`config.mk`:
```
export PLATFORM = sky130hd
export DESIGN_NAME = vram_arbiter
export DESIGN_NICKNAME = d
export VERILOG_FILES = /design/src/rtl/hex_mem_pkg.sv /design/src/rtl/vram_arbiter.sv
export SDC_FILE = /design/constraint.sdc
export NUM_CORES = 1
export LEC_CHECK = 0
export ABC_AREA = 1
export CORE_MARGIN = 8
export CORE_UTILIZATION = 26
export CTS_CLUSTER_DIAMETER = 30
export DETAILED_ROUTE_END_ITERATION = 7
export GPL_ROUTABILITY_DRIVEN = 0
export PLACE_DENSITY = 0.93
export SKIP_LAST_GASP = 1
export SLEW_MARGIN = 0
export SYNTH_ARGS = -nofsm -noshare
export SYNTH_HDL_FRONTEND = slang
export SYNTH_SLANG_ARGS = --single-unit
```
`constraint.sdc`:
```
create_clock -name clk -period 2.1 [get_ports clk]
set_input_delay 0.42 -clock clk [delete_from_list [all_inputs] [get_ports clk]]
set_output_delay 0.42 -clock clk [all_outputs]
set_load 0.02 [all_outputs]
```
`src/rtl/hex_mem_pkg.sv`:
```
// hex_mem_pkg
//   Shared definitions for the 16-bit data/frame memory subsystem.
//   - own_e  : read-return owner encoding (which requester gets mem_rdata
//              in the cycle after a grant)
//   - HEX_ADDR_W / HEX_DATA_W : default memory word-address / data widths
package hex_mem_pkg;

   typedef enum logic [1:0] {
      OWN_NONE = 2'd0,
      OWN_VGA  = 2'd1,
      OWN_CPU  = 2'd2
   } own_e;

   localparam int HEX_ADDR_W = 16;
   localparam int HEX_DATA_W = 16;

endpackage

```
`src/rtl/vram_arbiter.sv`:
```
// vram_arbiter
//   Shares the single-port frame/data RAM between the VGA pixel fetcher and
//   the CPU load/store port. At most one grant per cycle, zero-latency when
//   unblocked; read data returns one cycle after the grant to whoever owned
//   that access. VGA has priority, but after VGA_BURST_MAX consecutive VGA
//   grants against a waiting CPU, the CPU takes the next slot.
//
//   Ports
//     clk, rst          clock, asynchronous active-low reset
//     vga_req/addr      VGA read request (held until vga_gnt)
//     vga_gnt           VGA access accepted this cycle
//     vga_rvalid/rdata  VGA read return, one cycle after vga_gnt
//     cpu_req/we/addr/wdata  CPU access request (held until cpu_gnt)
//     cpu_gnt           CPU access accepted (write completion for writes)
//     cpu_rvalid/rdata  CPU read return, one cycle after a read grant
//     mem_en/we/addr/wdata   RAM command, driven in the grant cycle
//     mem_rdata         RAM read data, valid the cycle after a read
module vram_arbiter
   import hex_mem_pkg::*;
#(
   parameter int ADDR_W        = HEX_ADDR_W,
   parameter int DATA_W        = HEX_DATA_W,
   parameter int VGA_BURST_MAX = 4
) (
   input  logic              clk,
   input  logic              rst,
   input  logic              vga_req,
   input  logic [ADDR_W-1:0] vga_addr,
   output logic              vga_gnt,
   output logic              vga_rvalid,
   output logic [DATA_W-1:0] vga_rdata,
   input  logic              cpu_req,
   input  logic              cpu_we,
   input  logic [ADDR_W-1:0] cpu_addr,
   input  logic [DATA_W-1:0] cpu_wdata,
   output logic              cpu_gnt,
   output logic              cpu_rvalid,
   output logic [DATA_W-1:0] cpu_rdata,
   output logic              mem_en,
   output logic              mem_we,
   output logic [ADDR_W-1:0] mem_addr,
   output logic [DATA_W-1:0] mem_wdata,
   input  logic [DATA_W-1:0] mem_rdata
);

   localparam logic [3:0] BURST_MAX = 4'(VGA_BURST_MAX);

   logic [3:0] burst_cnt, burst_nxt;
   own_e       rd_owner, owner_nxt;
   logic       cpu_turn, vga_win, cpu_win;

   // Grant decision. Grants are masked by rst so nothing leaks onto the RAM
   // bus while reset is held, even though this path is purely combinational.
   always_comb begin
      cpu_turn = cpu_req && (burst_cnt == BURST_MAX);
      vga_win  = rst && vga_req && !cpu_turn;
      cpu_win  = rst && cpu_req && !vga_win;
   end

   // Burst counter only counts VGA grants that a waiting CPU had to watch;
   // any cycle without a CPU request wipes the history.
   always_comb begin
      burst_nxt = burst_cnt;
      if (!cpu_req || cpu_win)
         burst_nxt = '0;
      else if (vga_win && burst_cnt != BURST_MAX)
         burst_nxt = burst_cnt + 4'd1;
   end

   // Owner of the data coming back from the RAM next cycle. Writes and
   // idle cycles produce no return.
   always_comb begin
      owner_nxt = OWN_NONE;
      if (vga_win)
         owner_nxt = OWN_VGA;
      else if (cpu_win && !cpu_we)
         owner_nxt = OWN_CPU;
   end

   always_ff @(posedge clk or negedge rst) begin
      if (!rst) begin
         burst_cnt <= '0;
         rd_owner  <= OWN_NONE;
      end else begin
         burst_cnt <= burst_nxt;
         rd_owner  <= owner_nxt;
      end
   end

   always_comb begin
      vga_gnt    = vga_win;
      cpu_gnt    = cpu_win;
      mem_en     = vga_win || cpu_win;
      mem_we     = cpu_win && cpu_we;
      mem_addr   = '0;
      mem_wdata  = '0;
      if (vga_win)
         mem_addr = vga_addr;
      else if (cpu_win) begin
         mem_addr  = cpu_addr;
         mem_wdata = cpu_wdata;
      end
      vga_rvalid = (rd_owner == OWN_VGA);
      cpu_rvalid = (rd_owner == OWN_CPU);
      // RAM output is not reset, so the pass-through is masked during reset.
      vga_rdata  = rst ? mem_rdata : '0;
      cpu_rdata  = rst ? mem_rdata : '0;
   end

endmodule

```
After elaboration in Yosys (flattened, before gate mapping) --
Index checks and enable logic that the tools add are counted.
Cells by class: add/sub/neg operators 1, equal/unequal tests 4, multiplexer cells 9, reduce and logical (&&, ||, !) cells 15
Operators with widths (number):
- $mux W16 | 5
- $logic_and A1 B1 Y1 | 8
- $mux W4 | 2
- $add A4 B1 Y4 const B | 1
- $eq A4 B3 Y1 const B | 1
- $logic_not A1 Y1 | 4
- $mux W2 | 2
- $ne A4 B3 Y1 const B | 1
- $eq A2 B1 Y1 const B | 1
- $eq A2 B2 Y1 const B | 1
- $logic_or A1 B1 Y1 | 2
- $reduce_bool A2 Y1 | 1
Storage, ports and cells: register bits after elaboration 6, bits of input ports 69, output and inout port bits 70

Depth between registers and ports, before layout --
depth in word-level cells 9, mapped depth 10

Worst setup path after synthesis --
OpenSTA, ideal clock, no wires.
path type register to output, from register burst_cnt[0], to output port mem_addr[10], arrival time 1355 ps, required time 1680 ps, path slack 325 ps, cell stages (with the launch flop) 11, path buffers 1, cells stage by stage dfrtp_1 inv_1 ha_1 nand2_1 inv_1 nand2_4 nand2_8 inv_4 buf_6 nand2_1 nand2_1
On the way: longest elaborated chain between the ends 8
RTL lines:
- start: declaration | line vram_arbiter.sv:48 | logic [3:0] burst_cnt, burst_nxt;
- start signal: assignment | line vram_arbiter.sv:85 | burst_cnt <= burst_nxt;
- $eq A4 B3 Y1 (*) | line vram_arbiter.sv:55 | cpu_turn = cpu_req && (burst_cnt == BURST_MAX);
- $logic_and A1 B1 Y1 (*) | line vram_arbiter.sv:55
- $logic_not A1 Y1 (*) | line vram_arbiter.sv:56 | vga_win = rst && vga_req && !cpu_turn;
- $logic_and A1 B1 Y1 (*) | line vram_arbiter.sv:56
- via vga_gnt | line vram_arbiter.sv:29 | output logic vga_gnt,
- $logic_not A1 Y1 | line vram_arbiter.sv:57 | cpu_win = rst && cpu_req && !vga_win;
- $logic_and A1 B1 Y1 | line vram_arbiter.sv:57
- $mux W16 | line vram_arbiter.sv:99 | else if (cpu_win) begin
- $mux W16 (*) | line vram_arbiter.sv:97 | if (vga_win)
- end: declaration | line vram_arbiter.sv:41 | output logic [ADDR_W-1:0] mem_addr,
The timed path passes the listed nets; every way through them passes the cells marked *.

Final worst setup path --
from register burst_cnt[0], to output port mem_wdata[6]
On the way: longest elaborated chain between the ends 8
RTL lines:
- $eq A4 B3 Y1 (*) | line vram_arbiter.sv:55
- $logic_and A1 B1 Y1 (*) | line vram_arbiter.sv:55
- $logic_not A1 Y1 (*) | line vram_arbiter.sv:56
- $logic_and A1 B1 Y1 (*) | line vram_arbiter.sv:56
- $logic_not A1 Y1 | line vram_arbiter.sv:57
- $logic_and A1 B1 Y1 | line vram_arbiter.sv:57
- $mux W16 | line vram_arbiter.sv:99
- $mux W16 (*) | line vram_arbiter.sv:97
- end: declaration | line vram_arbiter.sv:42 | output logic [DATA_W-1:0] mem_wdata,
Every way passes the cells marked *; elsewhere a longest branch is shown, timed or not.

==> results.sh <==
export IMPL_ant_nets=0
export IMPL_syn_num_nets=260
export IMPL_critPathLaunchType="register"
export IMPL_irDropWorstVdd_uv=172
export IMPL_core_area_um2=4030
export IMPL_fin_skew_ps=5.94
export IMPL_cts_tree="done"
export IMPL_cts_buffers=3
export IMPL_grtUsageMet1=0.139
export IMPL_met2_usage=0.311
export IMPL_htree_levels=1
export IMPL_yosysSeqAreaShare=0.137
export IMPL_tightest_slew_ps=254
export IMPL_path_max_fanout=9
export IMPL_fill_cells=376
export IMPL_drt_total_wl_um=5230
export IMPL_async_flop_share=1.00
export IMPL_clkLatencyLatePin_ps=230
export IMPL_synth_top_family_by_area="simple AND/OR/NAND/NOR gates"
export IMPL_setup_slack_ps=26.3
export IMPL_setup_violations=0
export IMPL_yosysUniqueCellTypes=18
export IMPL_die_area_um2=6560
export IMPL_avgSynthCellArea_um2=5.81
export IMPL_fmax_mhz=482
export IMPL_wire_per_inst_um=14.0
export IMPL_portBuffers=138
export IMPL_fp_dieH_um=81.0
export IMPL_stdcell_area_um2=2480
export IMPL_first_iter_violations=71
export IMPL_period_minus_slack_ps=2070
export IMPL_diodes=0
export IMPL_ys_top_cells_by_area="nand2_1, inv_1, dfrtp_1, buf_4, nor2_4"
export IMPL_antenna_found_initial=0
export IMPL_overflow=0
export IMPL_synthesis_area_um2=1100
export IMPL_drv_slew=0
export IMPL_initial_core_util=0.272
export IMPL_synthFlopType="dfrtp_1"
export IMPL_drive_gt1_frac=0.223
export IMPL_path_class="reg2out"
export IMPL_vias_per_cell=4.23
export IMPL_synth_top_area_share=0.222
export IMPL_final_cells=373
export IMPL_r2r_cells=8
export IMPL_max_slew_margin=0.831
export IMPL_status="finished clean"
export IMPL_ctsLongestPathBuffers=2
export IMPL_cp_arrival_ps=1650
export IMPL_max_cap_viol_count=0
export IMPL_holdCritPathClass="in2async"
export IMPL_synth_compound_area_frac=0.00912
export IMPL_drc_errors=0
export IMPL_cp_end_kind="output pin"
export IMPL_top_usage_layer="met2"
export IMPL_p_leak_nw=1.64
export IMPL_setup_tns_ps=0
export IMPL_grt_setup_unrepaired="true"
export IMPL_synth_edff_count=0
export IMPL_p_total_uw=777
export IMPL_grt_max_degree=20
export IMPL_min_period_over_period=0.987
export IMPL_die_x_um=81.0
export IMPL_place_ws_ps=-541
export IMPL_path_clk_slew_ps=40
export IMPL_area_growth_pct=126
export IMPL_synth_fa_ha_area_frac=0.0228
export IMPL_fp_row_count=23
export IMPL_fin_util=0.616
export IMPL_multi_input_area_um2=611
export IMPL_synth_simple_area_share=0.506
export IMPL_yosys_area_top_type="nand2_1"
export IMPL_use_met3=0.0530
export IMPL_r2r_end="rd_owner[0]$_DFF_PN0_"
export IMPL_grt_pass1_wl_um=7900
export IMPL_r2r_setup_slack_ps=830
export IMPL_grt_pass1_vias=1615
export IMPL_placedCellCount=367
export IMPL_track_usage=0.156
export IMPL_yosysMostFrequentCell="nand2_1"
export IMPL_synth_warnings=0
export IMPL_muxShareOfSynthArea=0
export IMPL_regToRegStartpoint="burst_cnt[0]$_DFFE_PN0P_"
export IMPL_dr_pass1_iters=4
export IMPL_clockRootBuffer="clkbuf_8"
export IMPL_powerDensity_nw_per_um2=313
export IMPL_cp_data_required_time_ps=1680
export IMPL_yosys_register_bits=6
export IMPL_ys_top_cells_by_count="nand2_1, inv_1, nand3_1"
export IMPL_cts_sinks=6
export IMPL_place_hpwl_um=4510
export IMPL_final_nets=396
export IMPL_dpl_instance_area_um2=2480
export IMPL_num_vias=1576
export IMPL_finalHoldViolCount=0
export IMPL_synth_xor_area_frac=0
export IMPL_io_pins=139
export IMPL_regArea_um2=150
export IMPL_whs_ps=307
export IMPL_synthCells=189
cell usage in the layout (no fill, tap or decap), drive strengths merged:
master	n
clkdlybuf4s50	78
nand2	69
inv	47
buf	45
nor2	21
nand3	20
dlymetal6s2s	20
dfrtp	6
clkbuf	6
dlygate4sd2	5
ha	2
o21ai	1
nand4	1
a21oi	1
clkdlybuf4s15	1
registers in the layout, summed over array words and instances, names as in the netlist:
| signal | cells |
|---|---|
| burst_cnt | 4 |
| rd_owner | 2 |
cell type report:
type / instances / area share
well taps: 50 / 0.0252
inverters: 47 / 0.0751
repair buffers: 152 / 0.577
flip-flops and latches: 6 / 0.0605
multi-input cells: 115 / 0.246
clock buffers: 3 / 0.0166
metal layers:
layer / up-vias / wire length (µm)
li1: 795 / -
met1: 715 / 1590
met2: 57 / 3140
met3: 9 / 389
met4: 0 / 112
met5: - / 0
what timing repair did:
action	in CTS	in global routing
hold endpoints to repair	0	0
gates cloned	0	1
endpoints found under the setup margin	68	59
gates resized for setup	125	58
hold buffers	0	0
buffers inserted	2	0
pin swaps	1	2
worst max-delay path by stage:
stage / startpoint / to / cells past startpoint
floorplan: burst_cnt[0]$_DFFE_PN0P_ / mem_addr[10] / 10
global placement: cpu_req / mem_wdata[3] / 8
detailed placement: cpu_req / mem_wdata[0] / 8
CTS: burst_cnt[0]$_DFFE_PN0P_ / mem_wdata[0] / 9
global route: burst_cnt[0]$_DFFE_PN0P_ / mem_wdata[6] / 9
finish: burst_cnt[0]$_DFFE_PN0P_ / mem_wdata[6] / 9
report_power, final:
| group | switching [mW] | total [mW] | internal [mW] |
|---|---|---|---|
| Clock | 0.0524 | 0.176 | 0.123 |
| Combinational | 0.233 | 0.480 | 0.246 |
| Sequential | 0.00160 | 0.121 | 0.120 |
| Total | 0.287 | 0.777 | 0.489 |
cell families after synthesis:
group | count (synthesis)
fa+ha+maj | 2
compound gates | 2
simple gates | 110
buf+inv | 69
flops | 6
critical path, cell delays in order (launching register included):
cell and delay [ps]:
dfrtp_1 370, inv_1 60, ha_1 160, nand2_1 70, inv_2 70, nand2_4 60, nand2_8 150, nand2_8 130
nor2_4 90, clkdlybuf4s15_2 260
Note: power is estimated with default switching activity, not from simulation.
